File: src/rtl/gg_add_seq.sv
// Multi-cycle add/subtract unit that processes SLICE bits per clock.
// S, CO and OVF are updated only on the edge that finishes the last slice.
`timescale 1ns/1ps
module gg_add_seq #(
    parameter int WIDTH = 8,
    parameter int SLICE = 2
) (
    input  logic             CK,
    input  logic             CLR,
    input  logic             START,
    input  logic             SUB,
    input  logic [WIDTH-1:0] A,
    input  logic [WIDTH-1:0] B,
    input  logic             CI,
    output logic             BUSY,
    output logic             DONE,
    output logic [WIDTH-1:0] S,
    output logic             CO,
    output logic             OVF,
    output logic [1:0]       DBG_STATE
);

    if (SLICE < 1) begin : g_bad_slice
        $fatal(1, "gg_add_seq: SLICE must be at least 1");
    end else if (WIDTH % SLICE != 0) begin : g_bad_width
        $fatal(1, "gg_add_seq: WIDTH must be a multiple of SLICE");
    end

    localparam int N  = (SLICE >= 1) ? WIDTH / SLICE : 1;
    localparam int CW = (N > 1) ? $clog2(N) : 1;
    localparam logic [CW-1:0] LAST = CW'(N - 1);
    localparam logic [CW-1:0] ONE  = CW'(1);

    typedef enum logic [1:0] {
        IDLE = 2'd0,
        RUN  = 2'd1,
        FIN  = 2'd2
    } state_t;

    state_t           state_q, state_d;
    logic [WIDTH-1:0] a_q, a_d;
    logic [WIDTH-1:0] b_q, b_d;
    logic [WIDTH-1:0] res_q, res_d;
    logic [WIDTH-1:0] s_q, s_d;
    logic [CW-1:0]    cnt_q, cnt_d;
    logic             carry_q, carry_d;
    logic             co_q, co_d;
    logic             ovf_q, ovf_d;

    logic [31:0]      base;
    logic [SLICE-1:0] a_sl, b_sl;
    logic [SLICE:0]   sum;

    always_ff @(posedge CK or negedge CLR) begin
        if (!CLR) begin
            state_q <= IDLE;
            a_q     <= '0;
            b_q     <= '0;
            res_q   <= '0;
            s_q     <= '0;
            cnt_q   <= '0;
            carry_q <= 1'b0;
            co_q    <= 1'b0;
            ovf_q   <= 1'b0;
        end else begin
            state_q <= state_d;
            a_q     <= a_d;
            b_q     <= b_d;
            res_q   <= res_d;
            s_q     <= s_d;
            cnt_q   <= cnt_d;
            carry_q <= carry_d;
            co_q    <= co_d;
            ovf_q   <= ovf_d;
        end
    end

    // Subtraction is A + ~B + (1 - CI), so B is stored already inverted.
    always_comb begin
        state_d = state_q;
        a_d     = a_q;
        b_d     = b_q;
        res_d   = res_q;
        s_d     = s_q;
        cnt_d   = cnt_q;
        carry_d = carry_q;
        co_d    = co_q;
        ovf_d   = ovf_q;

        base = 32'(cnt_q) * 32'(SLICE);
        a_sl = a_q[base +: SLICE];
        b_sl = b_q[base +: SLICE];
        sum  = {1'b0, a_sl} + {1'b0, b_sl} + {{SLICE{1'b0}}, carry_q};

        case (state_q)
            IDLE, FIN: begin
                if (START) begin
                    a_d     = A;
                    b_d     = SUB ? ~B : B;
                    carry_d = CI ^ SUB;
                    cnt_d   = '0;
                    state_d = RUN;
                end else begin
                    state_d = IDLE;
                end
            end
            RUN: begin
                res_d[base +: SLICE] = sum[SLICE-1:0];
                carry_d = sum[SLICE];
                if (cnt_q == LAST) begin
                    s_d     = res_d;
                    co_d    = sum[SLICE];
                    ovf_d   = (a_q[WIDTH-1] == b_q[WIDTH-1]) &&
                              (res_d[WIDTH-1] != a_q[WIDTH-1]);
                    state_d = FIN;
                end else begin
                    cnt_d = cnt_q + ONE;
                end
            end
            default: state_d = IDLE;
        endcase
    end

    assign BUSY      = (state_q == RUN);
    assign DONE      = (state_q == FIN);
    assign S         = s_q;
    assign CO        = co_q;
    assign OVF       = ovf_q;
    assign DBG_STATE = state_q;

endmodule

File: config.mk
export PLATFORM = sky130hd
export DESIGN_NAME = gg_add_seq
export DESIGN_NICKNAME = d
export VERILOG_FILES = /design/src/rtl/gg_add_seq.sv
export SDC_FILE = /design/constraint.sdc
export NUM_CORES = 1
export LEC_CHECK = 0
export ABC_AREA = 1
export CORE_MARGIN = 3
export CORE_UTILIZATION = 44
export DETAILED_ROUTE_END_ITERATION = 10
export GPL_ROUTABILITY_DRIVEN = 0
export PLACE_DENSITY = 0.68
export SYNTH_ARGS = -nofsm -noshare
export SYNTH_HDL_FRONTEND = slang
export SYNTH_SLANG_ARGS = --single-unit
File: constraint.sdc
create_clock -name CK -period 4.88 [get_ports CK]
set_clock_uncertainty 0.05 [all_clocks]
set_input_delay 0.976 -clock CK [delete_from_list [all_inputs] [get_ports CK]]
set_output_delay 0.976 -clock CK [all_outputs]
set_load 0.03 [all_outputs]
==> results of run 1 <==
## tightest hold or removal path: cells and delay by family, from the launching register on
family,cells,cell delay [ps]
flops,1,340
compound gates,1,60
simple gates,1,50
## registers in the layout, indices dropped and copies added, names as in the netlist
register	count
b_q	8
DBG_STATE	2
a_q	8
cnt_q	2
OVF	1
CO	1
res_q	8
carry_q	1
S	8
## final cells by class
class / instances / area [um2]
clock buffer: 8 / 100.1
fill: 387 / 1730
inverter: 22 / 85.08
multi-input combinational: 148 / 883.3
sequential: 39 / 975.9
tap: 50 / 62.56
timing repair buffer: 34 / 335.3
## report_power, final
group / leakage [nW] / internal [mW] / switching (mW)
clock network: 0.0515 / 0.129 / 0.107
registers: 0.501 / 0.462 / 0.103
logic: 0.580 / 0.330 / 0.494
## layout by cell type, fill, tap and decap left out, types with 3 or more instances in the layout
master            n
ha_1              6
mux2_4            3
xnor2_1           8
mux2_2            5
inv_1            19
nor2_1           15
dfrtp_1          39
nand2_1          59
clkdlybuf4s50_1  33
o21ai_0          23
nand3_1           6
clkbuf_8          7
o22ai_1          11
## through the flow
stage          power [mW]  area [um2]  cells  util [%]
6_report            1.624        2442    301     58.53
5_1_grt             1.766        2442    301     58.53
4_1_cts             1.638        2442    301     58.53
3_5_place_dp        1.400        2342    293     56.13
3_3_place_gp        1.383        2342    293     56.13
2_1_floorplan       1.158        1994    216         -
## path summary, 6_finish.rpt
kind                            slack [ps]  cells after the start     end
worst min-delay path                   430                      2  b_q[3]
worst max-delay path                  1980                     11     OVF
worst min register to register         430                      2  b_q[3]
worst max register to register        1980                     11     OVF
min in group asynchronous              740                      1    S[2]
max in group asynchronous             3520                      1  a_q[0]
## per-layer routing
layer | vias to the layer above | wire length [um] | track usage (%)
met5 | - | 0 | 0
met3 | 6 | 141 | 3.967
met2 | 39 | 1687 | 23.63
li1 | 765 | - | -
met4 | 0 | 54 | 5.030
met1 | 678 | 1920 | 24.84
## kinds of logic (layout without fill, tap and decap cells)
kind of cell	count (synthesis)	after routing	share of synthesized area, %
buffers and inverters	29	64	6.776
multiplexers	8	8	5.081
flip-flops	39	39	48.93
XOR/XNOR	9	9	3.953
adder cells (fa/ha/maj)	8	8	5.772
AO/OA/AOI/OAI	39	39	11.17
AND/OR/NAND/NOR	84	84	18.32
==> results.md, run 1 <==
* Final hold viol count at 0
* Startpoint Class: flip-flop
* Final min period at ~2900 ps
* Vias at roughly 1.5k
* Share of layout cells above drive strength 1 at 9.163%
* Starting density of the core at 47.80%
* Outcome: complete, no violations
* Min setup slack post-route at approximately 2000 ps
* Vias per cell at a little under 5
* Initial antenna violation count at 0
* Crit Path Class: reg -> reg
* Starting DRT DRC Count at 95
* RSZ-0062 raised after global routing: false
* First-pass GRT wire length at 6962 um
* Synthesized cell area at ~0.0020 mm2
* Commonest cells post-synth: 59 x nand2_1, 39 x dfrtp_1, 23 x o21ai_0, 19 x inv_1, 15 x nor2_1
* Pwr dens at 665.1 mW/mm2
* Final-stage net count at 279
* Total track usage at 16.53%
* Post-Synthesis Cells at 216
* Most frequent cell after synthesis: nand2_1
* Final setup violating endpoints at 0
* Setup repair bufs after CTS at 0
* CORE AREA at 0.004173 mm2
* Buffers added on ports at 34
* Chip height at 73.33 um
* WL per Instance at 12.63 um
* Synth unique cells at 25
* Max Root-Sink Buffers at 2
* Yosys top cell by area: dfrtp_1
* Leak Pwr at 1.133 nW
* Max incr delay on CP at 610 ps
* Pre-CTS setup slack at 1997 ps
* Root Driver: clkbuf_8
* Slowest cell on the critical path: dfrtp_1
* Max transition margin at 44.21%
* Final worst-path cycle share at 59.44%
* Class of the worst hold path: reg -> reg
* Layout area overhead at 22.46%
* Most common cell on crit path: nand2_1
* Synth top area cells: dfrtp_1 49%, nand2_1 11%, o21ai_0 5.8%
* Min-delay src: b_q[3]
* Top FF cell, synth: dfrtp_1
* Dpl hpwl at 2798 um
* CP Buf/Inv Count at 1
* CTS tree: done
* Ports at 35
* Worst setup startpoint: cnt_q[0]
* Crit path required time at 5060 ps
* Slew Viols, Final at 0
* Total grt overflow at 0
* Die area at approximately 0.0054 mm2
* # clock sinks at 39
* Clock Pin Slew Worst Setup and Hold Paths at 70 ps
* Syn avg cell area at 9.233 um2
* Crit. End Element: flip-flop
* TritonCTS Buffers at 5
* Resized cells post-CTS at 0
* Largest net degree at the start of global routing at 40
* Number of enable flip-flop cells after synthesis at 0
* Core Rows at 23
* Worst skew pair latency at 290 ps
* Share of flip-flops with an asynchronous set or reset at 100.0%
* RR Startpoint: cnt_q[0]
* Max Cap Viol at 0
* Worst EP arrival at 3080 ps
* Critical Path, Cell by Cell: inv_1, o21ai_0, o22ai_1, fa_1, fa_1, nand3_1, o21bai_1, nand2_1, nand2_1, nand2_1, nand2_1
* Worst-Margin Slew at ~840 ps
* H-Tree Depth at 2
* Synth Net Count at 245
* Largest delay share family, worst path: adder cells
* Max FO, Critical Path at 15
* DRC Markers at 0
* Final wirelength at 3803 um
* Antenna-violating nets left at 0
* Max Fclk at 344.8 MHz
* IR drop worst, VDD at roughly 290 uV
* Synth top area share at around 50%
* Vias in the first global route at roughly 1.5k
* #FFs+latches synth at 39
* Synth warn at 0
* Setup_tns at 0 ps
* ANT cells at 0
* Hold slack at 429.3 ps
* Sequential area share after synthesis at 48.93%
* Die W at 73.33 um
* Hold buffer count at cts at 0
* First-pass DRT Iterations at 4
Power figures use the tool's default switching activity.
==> run 2: changes to the inputs <==
Clock period 4.88 ns to 2.7 ns, I/O delays scaled along.
==> results.md, run 2 (same netlist as run 1, synthesis figures left out) <==
* Outcome: complete, no violations
* TritonCTS Buffers at 5 (unchanged)
* RSZ-0062 raised after global routing: false
* Sequential power share at 34.6% (about the same)
* Crit. End Element: flip-flop
* Final wirelength at 3759 um (-1.2%)
* Share of layout cells above drive strength 1 at 10.71% (+1.6 points)
* Max Root-Sink Buffers at 2 (unchanged)
* Die W at 73.33 um (unchanged)
* Dpl hpwl at 2791 um (-0.25%)
* Antenna-violating nets left at 0 (unchanged)
* Commonest non-fill, non-tap cell in the layout: nand2_1
* Starting density of the core at 47.80% (unchanged)
* Slowest cell on the critical path: fa_1
* CP Buf/Inv Count at 2 (+1)
* Pint at 1.636 mW (+78%)
* Clock power share at 12.2% (-2.3 points)
* WL per Instance at 12.45 um (-1.5%)
* Max Fclk at 413.3 MHz (+20%)
* Sw frac at 43.54% (+0.22 points)
* Die area at 0.005377 mm2 (unchanged)
* Starting DRT DRC Count at 77 (-19%)
* Total track usage at 16.08% (-0.45 points)
* First-pass GRT wire length at 6610 um (-5.1%)
* Final-stage net count at 282 (+1.1%)
* Ports at 35 (unchanged)
* CORE AREA at 0.004173 mm2 (unchanged)
* Chip height at 73.33 um (unchanged)
* Final worst-path cycle share at 89.61% (+30 points)
* Most frequent cells in the layout: 59 x nand2_1, 38 x dfrtp_1, 33 x clkdlybuf4s50_1, 23 x o21ai_0, 18 x inv_1
* Pwr dens at 1187 mW/mm2 (+78%)
* Max transition margin at 43.94% (-0.26 points)
* Clock Pin Slew Worst Setup and Hold Paths at 70 ps (about the same)
* Worst skew pair latency at 290 ps (about the same)
* Register Area at 977.2 um2 (+0.13%)
* Max FO, Critical Path at 11 (-4)
* Vias at 1469 (-1.3%)
* Largest net degree at the start of global routing at 40 (unchanged)
* Final min period at 2419 ps (-481.1 ps)
* Max Cap Viol at 0 (unchanged)
* Worst EP arrival at 2580 ps (-500 ps)
* # clock sinks at 39 (unchanged)
* Class of the worst hold path: in -> async
* ANT cells at 0 (unchanged)
* Buffers added on ports at 34 (unchanged)
* Layout area overhead at 22.46% (unchanged)
* Vias in the first global route at 1416 (-6.4%)
* IR drop worst, VDD at 553.8 uV (+91%)
* H-Tree Depth at 2 (unchanged)
* Max incr delay on CP at 520 ps (-90 ps)
* CTS tree: done
* Comb power frac at 53.2% (+2.5 points)
* First-pass DRT Iterations at 4 (unchanged)
* Setup_tns at 0 ps (unchanged)
* Reg-to-reg setup timing slack at 280 ps (-1700 ps)
* Root Driver: clkbuf_8
* Hold slack at 297.0 ps (-132.3 ps)
* Total grt overflow at 0 (unchanged)
* Area taken by multi-input logic gates at 887.1 um2 (+0.42%)
* Crit path required time at 2860 ps (-2200 ps)
* Crit Path Class: reg -> reg
* DRC Markers at 0 (unchanged)
* Leak Pwr at 1.135 nW (+0.20%)
* FILL cells at 364 (-5.9%)
* Startpoint Class: flip-flop
* Worst-Margin Slew at 840.8 ps (+3.953 ps)
* Core Rows at 23 (unchanged)
* Largest delay share family, worst path: adder cells
* Initial antenna violation count at 0 (unchanged)
* Final hold viol count at 0 (unchanged)
* Slew Viols, Final at 0 (unchanged)
* Setup repair bufs after CTS at 0 (unchanged)
* Net switching power at 1.262 mW (+79%)
* Critical Path, Cell by Cell: inv_2, o21ai_0, o22ai_1, fa_1, fa_1, inv_1, nor2_1, nand2_1, o22ai_1, nand2_1, o21ai_0
* Vias per cell at 4.864 (-1.6%)
* Final setup violating endpoints at 0 (unchanged)
[run 2: cell count changes in the layout (fill, tap and decap cells not counted), sizes merged]
cell | previous run | this run
buf | 1 | 4
clkbuf | 8 | 6
[run 2: final timing paths]
check | end | startpoint | cells after the start
worst max-delay path | res_q[5] | cnt_q[0] | 11
worst min-delay path | S[3] | CLR | 1
worst max register to register | res_q[5] | cnt_q[0] | 11
worst min register to register | CO | CO | 2
max in group asynchronous | cnt_q[1] | CLR | 1
min in group CK | CO | CO | 2
[run 2: layout make-up]
class	count	area share, %
multi-input cells	148	36.32
repair buffers	37	14.65
well taps	50	2.561
flip-flops and latches	39	40.01
clock buffers	6	2.971
inverters	22	3.484
[run 2: per-layer routing]
metal	global-route usage, %	up-vias	part of all wire [%]
li1	-	763	-
met4	5.634	0	1.8
met2	23.73	37	44
met5	0	-	0
met1	23.04	662	50
met3	3.967	7	4.4
[run 2: worst reg2reg max path, cell delays in order, from the launching register on]
cell     delay, ps
dfrtp_1        430
inv_2          120
o21ai_0        170
o22ai_1        110
fa_1           410
fa_1           520
inv_1           60
nor2_1         140
nand2_1         70
o22ai_1        150
nand2_1         60
o21ai_0         70
[run 2: power by group through the flow]
| stage | Clock (mW) | Sequential [mW] | Combinational, mW |
|---|---|---|---|
| 2_1_floorplan | 0 | 1.12 | 0.977 |
| 3_3_place_gp | 0 | 1.01 | 1.53 |
| 3_5_place_dp | 0 | 1.01 | 1.54 |
| 4_1_cts | 0.365 | 1.00 | 1.55 |
| 5_1_grt | 0.389 | 1.04 | 1.76 |
| 6_report | 0.353 | 1.00 | 1.54 |
[run 2: what timing repair did]
action,CTS,global route
resized for setup,0,3
hold buffers,0,0
setup endpoints to repair,0,5
[run 2: stage by stage]
step	setup WS, ps	instance area [um2]	total power, mW	std cells	utilization (%)
final	280.7	2442	2.898	302	58.53
after global routing	19.02	2442	3.194	302	58.53
after CTS	130.4	2437	2.922	302	58.41
after detailed placement	166.3	2365	2.556	296	56.67
after global placement	251.7	2365	2.542	296	56.67
after floorplan	355.4	1994	2.094	216	-
